## src/rtl/wb_stage_pkg.sv

```systemverilog
// wb_stage_pkg: shared constants and types for the writeback stage.
//   - mem2 -> writeback bus width and field offsets
//   - forwarding bus width
//   - writeback FSM state encoding
//   - helper that qualifies a lane's register-file write
package wb_stage_pkg;

  // mem2 -> writeback bus: {lane_older, pc, dest, rf_we, wdata}
  localparam int M2S_TO_WS_BUS_WD = 71;
  // writeback -> forwarding bus: {valid, dest, wdata}
  localparam int WS_FWD_BUS       = 38;

  localparam int BUS_OLDER_BIT    = 70;
  localparam int BUS_PC_MSB       = 69;
  localparam int BUS_PC_LSB       = 38;
  localparam int BUS_DEST_MSB     = 37;
  localparam int BUS_DEST_LSB     = 33;
  localparam int BUS_RFWE_BIT     = 32;
  localparam int BUS_WDATA_MSB    = 31;
  localparam int BUS_WDATA_LSB    = 0;

  // S_FIRST: regfile writes + older trace entry; S_SECOND: younger trace entry only
  typedef enum logic [0:0] {
    S_FIRST  = 1'b0,
    S_SECOND = 1'b1
  } ws_state_e;

  // A lane really writes the regfile only if it holds an instruction,
  // that instruction writes, and the target is not the hardwired zero register.
  function automatic logic lane_writes(input logic       valid,
                                       input logic       rf_we,
                                       input logic [4:0] dest);
    return valid & rf_we & (dest != 5'd0);
  endfunction

endpackage

```

## src/rtl/wb_lane.sv

```systemverilog
// wb_lane: one writeback lane.
//   Holds the lane's instruction register (loaded when the stage accepts a
//   pair, cleared when this lane's input is not valid), decodes its fields,
//   qualifies the regfile write and builds the lane's forwarding bus.
// Ports:
//   clk, resetn         clock, async active-low reset
//   load                stage accepts a new pair this cycle
//   in_valid, in_bus    lane input from mem2
//   valid, older        registered lane valid and lane_older flag
//   pc, dest, wdata     decoded instruction fields
//   wr                  qualified regfile write (valid & rf_we & dest!=0)
//   fwd_bus             {wr, dest, wdata} to forwarding
module wb_lane
  import wb_stage_pkg::*;
(
  input  logic                        clk,
  input  logic                        resetn,
  input  logic                        load,
  input  logic                        in_valid,
  input  logic [M2S_TO_WS_BUS_WD-1:0] in_bus,
  output logic                        valid,
  output logic                        older,
  output logic [31:0]                 pc,
  output logic [4:0]                  dest,
  output logic [31:0]                 wdata,
  output logic                        wr,
  output logic [WS_FWD_BUS-1:0]       fwd_bus
);

  logic                        valid_r;
  logic [M2S_TO_WS_BUS_WD-1:0] bus_r;

  // Lane instruction register; an invalid input clears the whole lane.
  always_ff @(posedge clk or negedge resetn) begin
    if (!resetn) begin
      valid_r <= 1'b0;
      bus_r   <= {M2S_TO_WS_BUS_WD{1'b0}};
    end else if (load) begin
      valid_r <= in_valid;
      bus_r   <= in_valid ? in_bus : {M2S_TO_WS_BUS_WD{1'b0}};
    end
  end

  assign valid   = valid_r;
  assign older   = bus_r[BUS_OLDER_BIT];
  assign pc      = bus_r[BUS_PC_MSB:BUS_PC_LSB];
  assign dest    = bus_r[BUS_DEST_MSB:BUS_DEST_LSB];
  assign wdata   = bus_r[BUS_WDATA_MSB:BUS_WDATA_LSB];
  assign wr      = lane_writes(valid_r, bus_r[BUS_RFWE_BIT], dest);
  // Held for the whole residency of the pair, including S_SECOND.
  assign fwd_bus = {wr, dest, wdata};

endmodule

```

## src/rtl/wb_stage.sv

```systemverilog
// wb_stage: dual-lane writeback stage.
//   Accepts an instruction pair from mem2, writes both lanes to the regfile
//   in a single cycle (younger wins on a shared destination) and serialises
//   the trace port to one instruction per cycle, oldest first. A dual-issue
//   pair occupies the stage for two cycles, a single instruction for one.
// Ports:
//   clk, resetn                        clock, async active-low reset
//   m2s_to_ws_valid[1:0]               per-lane valid from mem2
//   m2s_to_ws_bus_0/1                  per-lane instruction bus from mem2
//   ws_allowin                         stage accepts a new pair this cycle
//   rf_we_n, rf_waddr_n, rf_wdata_n    regfile write ports per lane
//   ws_fwd_bus_0/1                     {valid, dest, wdata} to forwarding
//   debug_wb_pc/rf_wen/rf_wnum/rf_wdata trace port
module wb_stage
  import wb_stage_pkg::*;
(
  input  logic                        clk,
  input  logic                        resetn,
  input  logic [1:0]                  m2s_to_ws_valid,
  input  logic [M2S_TO_WS_BUS_WD-1:0] m2s_to_ws_bus_0,
  input  logic [M2S_TO_WS_BUS_WD-1:0] m2s_to_ws_bus_1,
  output logic                        ws_allowin,
  output logic                        rf_we_0,
  output logic                        rf_we_1,
  output logic [4:0]                  rf_waddr_0,
  output logic [4:0]                  rf_waddr_1,
  output logic [31:0]                 rf_wdata_0,
  output logic [31:0]                 rf_wdata_1,
  output logic [WS_FWD_BUS-1:0]       ws_fwd_bus_0,
  output logic [WS_FWD_BUS-1:0]       ws_fwd_bus_1,
  output logic [31:0]                 debug_wb_pc,
  output logic [3:0]                  debug_wb_rf_wen,
  output logic [4:0]                  debug_wb_rf_wnum,
  output logic [31:0]                 debug_wb_rf_wdata
);

  ws_state_e   state_r;
  ws_state_e   state_nxt_s;

  logic        l0_valid_s, l1_valid_s;
  logic        l0_older_unused_s, l1_older_s;
  logic [31:0] l0_pc_s, l1_pc_s;
  logic [4:0]  l0_dest_s, l1_dest_s;
  logic [31:0] l0_wdata_s, l1_wdata_s;
  logic        l0_wr_s, l1_wr_s;

  logic        any_s, both_s;
  logic        older_is_1_s;
  logic        same_dest_s;
  logic        trace_en_s;
  logic        trace_sel_1_s;

  wb_lane u_lane0 (
    .clk      (clk),
    .resetn   (resetn),
    .load     (ws_allowin),
    .in_valid (m2s_to_ws_valid[0]),
    .in_bus   (m2s_to_ws_bus_0),
    .valid    (l0_valid_s),
    .older    (l0_older_unused_s),
    .pc       (l0_pc_s),
    .dest     (l0_dest_s),
    .wdata    (l0_wdata_s),
    .wr       (l0_wr_s),
    .fwd_bus  (ws_fwd_bus_0)
  );

  wb_lane u_lane1 (
    .clk      (clk),
    .resetn   (resetn),
    .load     (ws_allowin),
    .in_valid (m2s_to_ws_valid[1]),
    .in_bus   (m2s_to_ws_bus_1),
    .valid    (l1_valid_s),
    .older    (l1_older_s),
    .pc       (l1_pc_s),
    .dest     (l1_dest_s),
    .wdata    (l1_wdata_s),
    .wr       (l1_wr_s),
    .fwd_bus  (ws_fwd_bus_1)
  );

  assign any_s  = l0_valid_s | l1_valid_s;
  assign both_s = l0_valid_s & l1_valid_s;
  // Lane 1 is treated as older when it is the only valid lane, so a lone
  // lane-1 instruction is emitted in S_FIRST regardless of its older flag.
  assign older_is_1_s = l1_valid_s & (l1_older_s | ~l0_valid_s);
  // Both lanes writing the same real register: only the younger may write.
  assign same_dest_s  = l0_wr_s & l1_wr_s & (l0_dest_s == l1_dest_s);

  assign rf_waddr_0 = l0_dest_s;
  assign rf_waddr_1 = l1_dest_s;
  assign rf_wdata_0 = l0_wdata_s;
  assign rf_wdata_1 = l1_wdata_s;

  // FSM state register.
  always_ff @(posedge clk or negedge resetn) begin
    if (!resetn) begin
      state_r <= S_FIRST;
    end else begin
      state_r <= state_nxt_s;
    end
  end

  // FSM next state: a dual pair needs a second cycle for the younger trace entry.
  always_comb begin
    state_nxt_s = state_r;
    case (state_r)
      S_FIRST: begin
        if (both_s) begin
          state_nxt_s = S_SECOND;
        end else begin
          state_nxt_s = S_FIRST;
        end
      end
      S_SECOND: state_nxt_s = S_FIRST;
      default:  state_nxt_s = S_FIRST;
    endcase
  end

  // Handshake, regfile write enables and trace-lane selection per state.
  always_comb begin
    ws_allowin    = 1'b1;
    rf_we_0       = 1'b0;
    rf_we_1       = 1'b0;
    trace_en_s    = 1'b0;
    trace_sel_1_s = 1'b0;
    case (state_r)
      S_FIRST: begin
        ws_allowin    = ~any_s | ~both_s;
        rf_we_0       = l0_wr_s & ~(same_dest_s & ~older_is_1_s);
        rf_we_1       = l1_wr_s & ~(same_dest_s &  older_is_1_s);
        trace_en_s    = any_s;
        trace_sel_1_s = older_is_1_s;
      end
      S_SECOND: begin
        ws_allowin    = 1'b1;
        trace_en_s    = both_s;
        trace_sel_1_s = ~older_is_1_s;
      end
      default: begin
        ws_allowin    = 1'b1;
        trace_en_s    = 1'b0;
        trace_sel_1_s = 1'b0;
      end
    endcase
  end

  // Trace port mux: selected lane's fields, zero when nothing to report.
  always_comb begin
    debug_wb_pc       = 32'd0;
    debug_wb_rf_wen   = 4'd0;
    debug_wb_rf_wnum  = 5'd0;
    debug_wb_rf_wdata = 32'd0;
    if (trace_en_s) begin
      if (trace_sel_1_s) begin
        debug_wb_pc       = l1_pc_s;
        debug_wb_rf_wen   = {4{l1_wr_s}};
        debug_wb_rf_wnum  = l1_dest_s;
        debug_wb_rf_wdata = l1_wdata_s;
      end else begin
        debug_wb_pc       = l0_pc_s;
        debug_wb_rf_wen   = {4{l0_wr_s}};
        debug_wb_rf_wnum  = l0_dest_s;
        debug_wb_rf_wdata = l0_wdata_s;
      end
    end else begin
      debug_wb_pc       = 32'd0;
      debug_wb_rf_wen   = 4'd0;
      debug_wb_rf_wnum  = 5'd0;
      debug_wb_rf_wdata = 32'd0;
    end
  end

endmodule

```

## config.mk

```make
export PLATFORM = sky130hd
export DESIGN_NAME = wb_stage
export DESIGN_NICKNAME = d
export VERILOG_FILES = /design/src/rtl/wb_stage_pkg.sv /design/src/rtl/wb_lane.sv /design/src/rtl/wb_stage.sv
export SDC_FILE = /design/constraint.sdc
export NUM_CORES = 1
export LEC_CHECK = 0
export CAP_MARGIN = 20
export CORE_AREA = 4 4 143 145
export DETAILED_ROUTE_END_ITERATION = 12
export DIE_AREA = 0 0 147 149
export PLACE_DENSITY = 0.83
export SETUP_SLACK_MARGIN = 0.3
export SYNTH_ARGS = -nofsm -noshare
export SYNTH_HDL_FRONTEND = slang
export SYNTH_SLANG_ARGS = --single-unit
```

## constraint.sdc

```tcl
create_clock -name clk -period 3 [get_ports clk]
set_input_delay 0.3 -clock clk [delete_from_list [all_inputs] [get_ports clk]]
set_output_delay 0.3 -clock clk [all_outputs]
set_load 0.02 [all_outputs]
```

==> results.md <==
* Synthesized net count at 1193
* Category of the most critical setup path: register to output pin
* CTS tree: done
* Unrepaired setup endpoints after global routing: no
* Vert. Die Dim at around 150 um
* Type of element capturing the critical path: output pin
* Die ar. at between 0.02 and 0.025 sq mm
* Share of cells above drive strength 1 at 0.0942
* Synth warn at 0
* Number of endpoints failing setup at the final stage at 0
* Number of iterations in the first detailed-routing pass at 7
* Largest net degree at the start of global routing at approximately 140
* Count of pins over their slew limit at 0
* Synth top area share at 0.442
* Global-route usage over all layers at 0.238
* Placement Cell Area at 0.0109 sq mm
* Maximum level of the CTS H-tree at 4
* Detail Route Antenna Nets at 0
* Non-Filler Cell Area, Final at about 0.011 sq mm
* Cell types occupying the most area after synthesis: dfrtp_1, buf_4, nand2_1, nand3_1, a21oi_1
* PD cells at ~740 mW/mm^2
* Number of distinct library cell variants in the gate-level netlist after synthesis at 28
* Clk pin slew, worst setup/hold paths at roughly 0.06 ns
* Quantity of I/O buffers inserted on ports at 370
* Routed via count at about 7800
* # DRC at 0
* Mapped Area at slightly above 0.008 sq mm
* Total length of routed met2 wires at between 10000 and 15000 um
* Root cell of the clock tree: clkbuf_16
* Initial antenna violation count at 3
* Placeable core region at just under 0.02 sq mm
* Total half-perimeter wirelength after legalization and detailed placement at around 19000 um
* Total of flip-flops plus latches after synthesis at between 100 and 150
* Net count of the finished layout at 1376
* EDFF count, synth at 0
* Register area share after synthesis at 0.442
* Total leakage power at between 5 and 6 nW
* Relative slew slack at 0.413
* Syn Area/Cell at just under 8 sq um
* Total wire length after detailed routing at 27300 um
* Top fanout value on the critical path at 8
* Layout overhead on the synthesized area at 39.9%
* RD Place Congestion at 0.835
* Starting Density at 0.424
* Final critical path time including I/O delays and setup at around 2.6 ns
* Synthesized instance count at approximately 1000
* Number of buffers inserted during clock tree synthesis at 17
* Ant. Diodes at 0
* Top Ports at between 300 and 400
* Total global routing overflow at 0
* CTS max path bufs at 2
* Global-route wire length before repair at around 42000 um
* Top cells by count, synth: nand2_1, nand3_1, buf_4
* Die width at between 100 and 150 um
* Share of the clock period used by the worst path at 0.876
* Final count of hold timing violations at 0
* Core Rows at between 50 and 60
* Worst Clk Skew at ~0.0097 ns
* Share of flip-flops with an asynchronous set or reset at 1.00
* Maximum achievable frequency at approximately 380 MHz
* Via count of the first global-routing pass at between 7000 and 8000
* Met1 WL at a little over 10000 um
* Top_reg_cell synth: dfrtp_1
* Worst-margin pin slew at roughly 0.9 ns
* Clock latency on the worst-skew pair at roughly 0.41 ns
* Req. time, crit path at around 2.7 ns
* Initial DRC Count at 625
* Min Hold Slack at 0.444 ns
* Data arrival time of the critical path at between 2 and 2.5 ns
* Met3 wire length at between 2000 and 3000 um
* Total negative setup slack at 0 ns
* Cell with the most instances after synthesis: nand2_1
* Vias per cell at 5.21
* Hold crit path type: primary input to register
* Cell type with the highest aggregate area in the netlist: dfrtp_1
* Kind of start point of the critical path: register
* Run status: complete, no violations
* Peak supply drop at approximately 0.49 mV
* Total number of clock tree sinks at 144
* WL/cell at roughly 18 um
* Number of violations of the max-capacitance limit at 0
* Highest routed layer: met5
-- kinds of logic after synthesis --
kind of cell / after synthesis / synth area share
AO/OA/AOI/OAI: 144 / 0.0910
XOR/XNOR: 5 / 0.00538
buffers and inverters: 240 / 0.186
flip-flops: 144 / 0.442
multiplexers: 1 / 0.00123
AND/OR/NAND/NOR: 513 / 0.274
-- metal layers --
| layer | global-route usage | vias up |
|---|---|---|
| li1 | - | 3675 |
| met4 | 0.0853 | 6 |
| met5 | 0 | - |
| met1 | 0.296 | 3714 |
| met3 | 0.0723 | 59 |
| met2 | 0.396 | 392 |
-- state kept, by name, indices dropped and copies added (netlist names) --
signal         count
u_lane1.bus_r     71
u_lane0.bus_r     70
state_r            1
u_lane0.valid      1
u_lane1.valid      1
-- worst paths after layout --
path | start | end | slack (ns) | cells after the start
setup / recovery | u_lane0.valid | debug_wb_rf_wdata[20] | 0.37 | 8
hold / removal | m2s_to_ws_bus_0[58] | u_lane0.bus_r[58] | 0.44 | 3
setup reg to reg | state_r | u_lane1.bus_r[23] | 1.20 | 6
hold reg to reg | u_lane1.bus_r[55] | u_lane1.bus_r[55] | 0.46 | 2
max in group asynchronous | resetn | u_lane1.valid | 1.78 | 3
min in group asynchronous | resetn | u_lane0.bus_r[15] | 0.45 | 2
-- layout by cell type (no fill, tap or decap), drive strengths merged, types with 2 or more instances in the layout --
cell             n
clkinv           4
dfrtp          144
dlygate4sd2     19
dlymetal6s2s     9
a21oi           69
inv             10
a311oi           2
nand3          212
nand2          287
xnor2            4
nor2             3
clkdlybuf4s15    7
clkdlybuf4s50  292
nand2b           3
a21boi           2
clkinvlp         3
clkbuf          55
nor3             4
o21ai           71
buf             35
-- what timing repair did --
item / 4_1_cts / 5_1_grt
setup buffers: 1 / 6
hold buffers: 1 / 0
pin swaps: 1 / 0
gates resized for setup: 93 / 90
hold endpoints to repair: 57 / 0
setup endpoints to repair: 74 / 70
cloned: 0 / 1
-- layout make-up --
class                   instances  area [sq um]
clock buffers                  18           439
repair buffers                400          3820
well taps                     265           332
inverters                       4          17.5
flip-flops and latches        144          3600
multi-input cells             663          3070
fillers                      1723          7810
clock inverters                13           105
-- critical path: stages (launching register included) --
cell	delay [ns]
dfrtp_1	0.44
and2b_2	0.27
nor3_4	0.18
buf_4	0.16
buf_6	0.14
buf_4	0.16
o21ai_0	0.09
a21oi_1	0.17
clkdlybuf4s15_1	0.33
-- stage by stage --
stage	total power [mW]	cells	util	setup slack, ns
after detailed placement	6.66	1467	0.569	0.322
final	8.43	1507	0.593	0.371
after global placement	6.60	1467	0.569	0.360
after CTS	8.52	1500	0.597	0.0704
after global routing	8.88	1507	0.593	0.281
after floorplan	5.13	1047	-	0.640
-- power by group --
part | leakage, nW | internal (mW) | switching [mW]
Sequential | 1.86 | 2.28 | 0.335
Clock | 0.262 | 1.09 | 0.869
Combinational | 3.33 | 1.53 | 2.31
Total | 5.46 | 4.91 | 3.52
No activity file was read; power rests on OpenSTA's default activity.
